### config.mk
export PLATFORM = sky130hd
export DESIGN_NAME = default_block_adc_tagger_flat
export DESIGN_NICKNAME = d
export VERILOG_FILES = /design/src/rtl/default_block_adc_tagger_if.sv /design/src/rtl/default_block_adc_tagger.sv /design/src/flat_wrapper.sv
export SDC_FILE = /design/constraint.sdc
export NUM_CORES = 2
export LEC_CHECK = 0
export CAP_MARGIN = 20
export CORE_UTILIZATION = 55
export CTS_CLUSTER_DIAMETER = 50
export CTS_CLUSTER_SIZE = 10
export DETAILED_ROUTE_END_ITERATION = 10
export PLACE_DENSITY = 0.78
export SYNTH_ARGS = -nofsm -noshare
export SYNTH_HDL_FRONTEND = slang
export SYNTH_SLANG_ARGS = --single-unit
### constraint.sdc
create_clock -name clk -period 11.1 [get_ports clk]
set_clock_uncertainty 0.15 [all_clocks]
set_input_delay 2.775 -clock clk [delete_from_list [all_inputs] [get_ports clk]]
set_output_delay 2.775 -clock clk [all_outputs]
set_load 0.005 [all_outputs]
### src/rtl/default_block_adc_tagger_if.sv
// Sample-in / tagged-stream-out bundle for the ADC receive tagger.
// The tagger takes the slave view; the sample source / DMA side takes master.
interface default_block_adc_tagger_if;
   logic        s_valid;
   logic        s_ready;
   logic [63:0] s_data;
   logic [55:0] sample_idx;
   logic        m_valid;
   logic        m_ready;
   logic [63:0] m_data;
   logic        m_tag_valid;
   logic [6:0]  m_tag_type;

   modport slave (
      input  s_valid, s_data, sample_idx, m_ready,
      output s_ready, m_valid, m_data, m_tag_valid, m_tag_type
   );

   modport master (
      output s_valid, s_data, sample_idx, m_ready,
      input  s_ready, m_valid, m_data, m_tag_valid, m_tag_type
   );
endinterface

### src/rtl/default_block_adc_tagger.sv
// ADC receive tagger: buffers indexed samples and frames each contiguous run
// as SOB, HOLD timestamp, samples, EOB on a registered AXI-Stream output.
module default_block_adc_tagger #(
   parameter int FIFO_AW = 4
) (
   input  logic                              clk,
   input  logic                              reset,
   input  logic                              cfg_enable,
   input  logic [31:0]                       cfg_burst_len,
   default_block_adc_tagger_if.slave         bus,
   output logic                              rx_active,
   output logic [31:0]                       overflow_count
);
   localparam logic [6:0] RWT_TAG_SOB  = 7'h01;
   localparam logic [6:0] RWT_TAG_HOLD = 7'h02;
   localparam logic [6:0] RWT_TAG_EOB  = 7'h03;
   localparam int DEPTH = 1 << FIFO_AW;

   typedef struct packed {
      logic [55:0] idx;
      logic [63:0] data;
   } entry_t;

   // State names the beat held in the output register (DATA: sample or empty).
   typedef enum logic [2:0] {IDLE, SOB, TS, DATA, EOB} state_t;

   entry_t             mem [DEPTH];
   logic [FIFO_AW-1:0] wr_ptr, rd_ptr;
   logic [FIFO_AW:0]   fill;
   logic               empty, full, push, pop, drop;
   entry_t             head;

   state_t             state, state_n;
   logic [31:0]        count, cnt_n, eff_cnt, burst_len;
   logic [55:0]        exp_idx, exp_n, eff_exp;
   logic               hs, free, load, clr, latch_len, eval;
   logic               ld_tv;
   logic [6:0]         ld_tag;
   logic [63:0]        ld_data;

   assign empty = (fill == '0);
   assign full  = (fill == (FIFO_AW+1)'(DEPTH));
   assign head  = mem[rd_ptr];
   // A pop in the same cycle frees the slot, so a full FIFO can still accept.
   assign push  = bus.s_valid && (!full || pop);
   assign drop  = bus.s_valid && full && !pop;
   assign hs    = bus.m_valid && bus.m_ready;
   assign free  = !bus.m_valid || bus.m_ready;

   // Sample storage; contents need no reset, pointers guard validity.
   always_ff @(posedge clk) begin
      if (push) mem[wr_ptr] <= '{idx: bus.sample_idx, data: bus.s_data};
   end

   // FIFO pointers, occupancy, overflow counter and the always-ready strobe.
   always_ff @(posedge clk or posedge reset) begin
      if (reset) begin
         wr_ptr         <= '0;
         rd_ptr         <= '0;
         fill           <= '0;
         overflow_count <= '0;
         bus.s_ready    <= 1'b0;
      end else begin
         bus.s_ready <= 1'b1;
         if (push) wr_ptr <= wr_ptr + 1'b1;
         if (pop)  rd_ptr <= rd_ptr + 1'b1;
         fill <= fill + (FIFO_AW+1)'(push) - (FIFO_AW+1)'(pop);
         if (drop && overflow_count != '1) overflow_count <= overflow_count + 32'd1;
      end
   end

   // FSM state register.
   always_ff @(posedge clk or posedge reset) begin
      if (reset) state <= IDLE;
      else       state <= state_n;
   end

   // Next state and next output beat; a beat is only loaded when the stage is free.
   always_comb begin
      state_n   = state;
      pop       = 1'b0;
      load      = 1'b0;
      clr       = 1'b0;
      ld_tv     = 1'b0;
      ld_tag    = '0;
      ld_data   = '0;
      latch_len = 1'b0;
      eval      = 1'b0;
      eff_cnt   = count;
      eff_exp   = exp_idx;
      case (state)
         IDLE: if (!empty) begin
            if (!cfg_enable) pop = 1'b1;
            else begin
               load = 1'b1; ld_tv = 1'b1; ld_tag = RWT_TAG_SOB;
               latch_len = 1'b1; state_n = SOB;
            end
         end
         SOB: if (hs) begin
            load = 1'b1; ld_tv = 1'b1; ld_tag = RWT_TAG_HOLD;
            ld_data = {8'h00, head.idx}; state_n = TS;
         end
         // The first sample follows the timestamp without a bubble.
         TS: if (hs) begin
            eval = 1'b1; eff_cnt = '0; eff_exp = head.idx; state_n = DATA;
         end
         DATA: eval = free;
         EOB: if (hs) begin
            clr = 1'b1; state_n = IDLE;
         end
         default: state_n = IDLE;
      endcase
      cnt_n = eff_cnt;
      exp_n = eff_exp;
      if (eval) begin
         if (burst_len != '0 && eff_cnt == burst_len) begin
            load = 1'b1; ld_tv = 1'b1; ld_tag = RWT_TAG_EOB; state_n = EOB;
         end else if (empty) begin
            clr = 1'b1;
         end else if (!cfg_enable || head.idx != eff_exp) begin
            load = 1'b1; ld_tv = 1'b1; ld_tag = RWT_TAG_EOB; state_n = EOB;
         end else begin
            load = 1'b1; ld_data = head.data; pop = 1'b1;
            cnt_n = eff_cnt + 32'd1;
            exp_n = eff_exp + 56'd1;
         end
      end
   end

   // Burst bookkeeping, output register and rx_active flag.
   always_ff @(posedge clk or posedge reset) begin
      if (reset) begin
         count           <= '0;
         exp_idx         <= '0;
         burst_len       <= '0;
         rx_active       <= 1'b0;
         bus.m_valid     <= 1'b0;
         bus.m_data      <= '0;
         bus.m_tag_valid <= 1'b0;
         bus.m_tag_type  <= '0;
      end else begin
         count   <= cnt_n;
         exp_idx <= exp_n;
         if (latch_len) burst_len <= cfg_burst_len;
         if (state == SOB && hs)      rx_active <= 1'b1;
         else if (state == EOB && hs) rx_active <= 1'b0;
         if (load) begin
            bus.m_valid     <= 1'b1;
            bus.m_data      <= ld_data;
            bus.m_tag_valid <= ld_tv;
            bus.m_tag_type  <= ld_tag;
         end else if (clr) begin
            bus.m_valid     <= 1'b0;
            bus.m_data      <= '0;
            bus.m_tag_valid <= 1'b0;
            bus.m_tag_type  <= '0;
         end
      end
   end
endmodule
### src/flat_wrapper.sv
// flat-port wrapper written by rule: the top's interface ports become plain ports
module default_block_adc_tagger_flat 
#(
   parameter int FIFO_AW = 4
)
  (clk, reset, cfg_enable, cfg_burst_len, rx_active, overflow_count, bus_s_valid, bus_s_data, bus_sample_idx, bus_m_ready, bus_s_ready, bus_m_valid, bus_m_data, bus_m_tag_valid, bus_m_tag_type);
  default_block_adc_tagger_if bus_i ();
  input  logic clk;
  input  logic reset;
  input  logic cfg_enable;
  input  logic [31:0] cfg_burst_len;
  output logic rx_active;
  output logic [31:0] overflow_count;
  input wire logic [$bits(bus_i.s_valid)-1:0] bus_s_valid;
  input wire logic [$bits(bus_i.s_data)-1:0] bus_s_data;
  input wire logic [$bits(bus_i.sample_idx)-1:0] bus_sample_idx;
  input wire logic [$bits(bus_i.m_ready)-1:0] bus_m_ready;
  output wire logic [$bits(bus_i.s_ready)-1:0] bus_s_ready;
  output wire logic [$bits(bus_i.m_valid)-1:0] bus_m_valid;
  output wire logic [$bits(bus_i.m_data)-1:0] bus_m_data;
  output wire logic [$bits(bus_i.m_tag_valid)-1:0] bus_m_tag_valid;
  output wire logic [$bits(bus_i.m_tag_type)-1:0] bus_m_tag_type;
  assign bus_i.s_valid = bus_s_valid;
  assign bus_i.s_data = bus_s_data;
  assign bus_i.sample_idx = bus_sample_idx;
  assign bus_i.m_ready = bus_m_ready;
  assign bus_s_ready = bus_i.s_ready;
  assign bus_m_valid = bus_i.m_valid;
  assign bus_m_data = bus_i.m_data;
  assign bus_m_tag_valid = bus_i.m_tag_valid;
  assign bus_m_tag_type = bus_i.m_tag_type;
  default_block_adc_tagger #(.FIFO_AW(FIFO_AW)) u_core (.clk(clk), .reset(reset), .cfg_enable(cfg_enable), .cfg_burst_len(cfg_burst_len), .bus(bus_i), .rx_active(rx_active), .overflow_count(overflow_count));
endmodule
==> results.cfg <==
[global_routing]
met3_usage = 0.0818
grt_max_degree = 132
overflow = 0
met1_usage = 0.416
first_global_vias = 49700
top_usage_layer = met2
antenna_found_initial = 19
track_usage = 0.309
grt_pass1_wl_microns = 356000
grt_use_met2 = 0.475

[worst_setup_path]
cpPeakStageDelay_ns = 0.85
cp_max_fo = 43
crit_required_ns = 11.46
cp.arrival_ns = 8.42
r2r_slack_ns = 3.05
crit_path_frequent_cell = buf_4
cp_cell_sequence = buf_4 -> buf_4 -> mux4_2 -> a2bb2oi_1 -> o32ai_1 -> a311oi_1 -> nand4_1 -> or4_1 -> a221oi_4 -> buf_4 -> and2_4 -> o31a_2 -> and3_4 -> buf_4
path_class = flip-flop to flip-flop
critPathLaunchType = flip-flop
end_kind = flip-flop
rr_startpoint = u_core.rd_ptr[0]
r2r_cells = 14
crit-reg2reg-capture = u_core.mem[1][106]
worst_path_max_delay_cell = dfrtp_4

[logic_synthesis]
synth_edf_count = 1920
synth_seq_area_share = 0.727
yosysWarnings = 0
yosys.area.top_type_share = 0.659
synth_area_leaders = edfxtp_1, mux4_2, dfrtp_1
ys_types = 98
synth_flop_cell = edfxtp_1
synth_top_area_cell = edfxtp_1
synth_area_sq_um = 87500
postSynthCellCount = 4741
synthArstFlopShare = 0.110
synth_seq_cells = 2158
synth.avg_cell_area_sq_um = 18.5

[clock_network]
post_cts_buffers = 0
cts_tree = yes
numCtsBuffers = 275
clock-sinks = 2158
clk_latency_ns = 0.94
path_clk_slew_ns = 0.06
clockBufferDepth = 4
cts_root_buf = clkbuf_16
ctsHoldBuffers = 0
cts_resized = 0
htreeDepth = 5

[pwr]
combPwrFrac = 0.321
sw_frac_of_total = 0.344
p_int_uw = 17900
leakage_uw = 0.0337
seqPwrFrac = 0.392
p_switching_uw = 9360
pwr-share-clk = 0.287
power-per-cell-area_nw_per_um2 = 272
peakVddDrop_uv = 222
p_total_uw = 27200

[timing]
finalHoldViolations = 0
slew_viol_final = 0
finalSetupTns_ns = 0
max_freq_mhz = 124
grt_setup_unrepaired = false
min_period_ns = 8.05
setup_violations = 0
finalCritPeriodShare = 0.726
relSlewSlack = 0.202
worst_slew_pin_slew_ns = 1.16

[detailed_routing]
firstDrtPassIters = 9
ant_nets = 0
wl_per_cell_microns = 34.1
vias = 49600
wl_microns = 248000
drc_errors = 0
vias_per_cell = 6.82
drt-initial-drc-count = 7021

[cells_and_area]
mostFrequentLayoutCell = edfxtp_1
mostFrequentLayoutCells = edfxtp_1, mux4_2, mux2i_1
drive_gt1_frac = 0.177
fill_cells = 10300
area_growth_pct = 14.4
nNetsFinal = 5276
finalNonFillerCells = 7276
final_util = 0.637

[die]
start_util = 0.557
die_h_microns = 401
die_w_microns = 401
ioPinCount = 264
dieArea_sq_um = 161000
coreArea_sq_um = 157000
num_rows = 145

[run]
drv_cap = 0

[placement]
dp_cells = 6883
hpwl_microns = 148000
portBuffers = 258
gp_congestion = 1.01

[min_path]
hold_end = u_core.overflow_count[17]
hold_start = u_core.overflow_count[17]
holdPathStages = 1
holdCritPathClass = flip-flop to flip-flop

[outcome]
status = complete, no violations
==> synth_stat cells (all sizes together), types with 44 or more instances <==
cell type and count:
nor2 147, buf 161, a21oi 115, nand2 174, clkbuf 111, o21ai 66
and3 44, o22ai 60, nand4 60, edfxtp 1920, inv 95, nor3 48
o221ai 78, xnor2 93, dfrtp 238, mux2i 338, nand3 49, a22oi 58
mux2 81, mux4 388
==> power groups by stage <==
stage | registers [uW] | clock network, uW | logic (uW)
6_report | 10700 | 7800 | 8750
5_1_grt | 10700 | 8190 | 9060
4_1_cts | 10600 | 7870 | 8600
3_5_place_dp | 10800 | 0 | 8490
3_3_place_gp | 10700 | 0 | 8380
2_1_floorplan | 10400 | 0 | 5540
==> routing by layer <==
layer,wire length [microns],vias up,share of wire
met1,92300,25600,0.37
met2,117000,3405,0.47
li1,-,20000,-
met5,103,-,0.00041
met3,27300,608,0.11
met4,11400,16,0.046
==> how the worst max path moves through the flow <==
| stage | startpoint | endpoint | slack, ns |
|---|---|---|---|
| 2_1_floorplan | reset | u_core.burst_len[0] | 1.64 |
| 3_3_place_gp | bus_m_ready | u_core.mem[5][27] | 2.37 |
| 3_5_place_dp | bus_m_ready | u_core.mem[12][94] | 2.40 |
| 4_1_cts | u_core.rd_ptr[0] | u_core.mem[12][79] | 3.02 |
| 5_1_grt | u_core.rd_ptr[0] | u_core.mem[12][108] | 2.64 |
| 6_report | u_core.rd_ptr[0] | u_core.mem[1][106] | 3.05 |
==> cell families after synthesis <==
family | share of synthesized area
xor+xnor | 0.0131
flops | 0.727
compound gates | 0.0479
other cells | 0.0000858
simple gates | 0.0402
mux | 0.149
fa+ha+maj | 0.00223
buf+inv | 0.0199
==> worst max-delay path: cells and delay by family (launching register included) <==
family | cells | cell delay [ns]
buffers and inverters | 4 | 2.56
muxes | 1 | 0.65
AOI/OAI and AO/OA | 5 | 1.40
DFF | 1 | 0.85
and+or+nand+nor | 4 | 1.84
==> area by class of cell <==
| type | instances | area (sq um) | area share |
|---|---|---|---|
| diodes | 5 | 12.5 | 0.000125 |
| clock buffers | 365 | 7350 | 0.0734 |
| clock inverters | 21 | 275 | 0.00275 |
| inverters | 96 | 373 | 0.00373 |
| multi-input cells | 2219 | 22300 | 0.223 |
| flip-flops and latches | 2158 | 63600 | 0.636 |
| well taps | 2058 | 2570 | 0.0257 |
| repair buffers | 354 | 3580 | 0.0358 |
==> state kept, by name, summed over array words and instances, names as in the netlist, 2 cells and up <==
| register | flops |
|---|---|
| u_core.exp_idx | 56 |
| u_core.burst_len | 32 |
| u_core.bus.m_tag_type | 2 |
| u_core.state | 3 |
| u_core.bus.m_data | 64 |
| u_core.count | 32 |
| u_core.overflow_count | 32 |
| u_core.mem | 1920 |
| u_core.wr_ptr | 4 |
| u_core.rd_ptr | 4 |
| u_core.fill | 5 |
==> stage by stage <==
stage	hold slack, ns	setup WS [ns]	instance area (sq um)
4_1_cts	0.344	3.02	100000
2_1_floorplan	0.323	1.64	87500
6_report	0.344	3.05	100000
5_1_grt	0.359	2.64	100000
3_3_place_gp	0.326	2.37	92400
3_5_place_dp	0.328	2.40	92400
(Power assumes the default switching activity.)
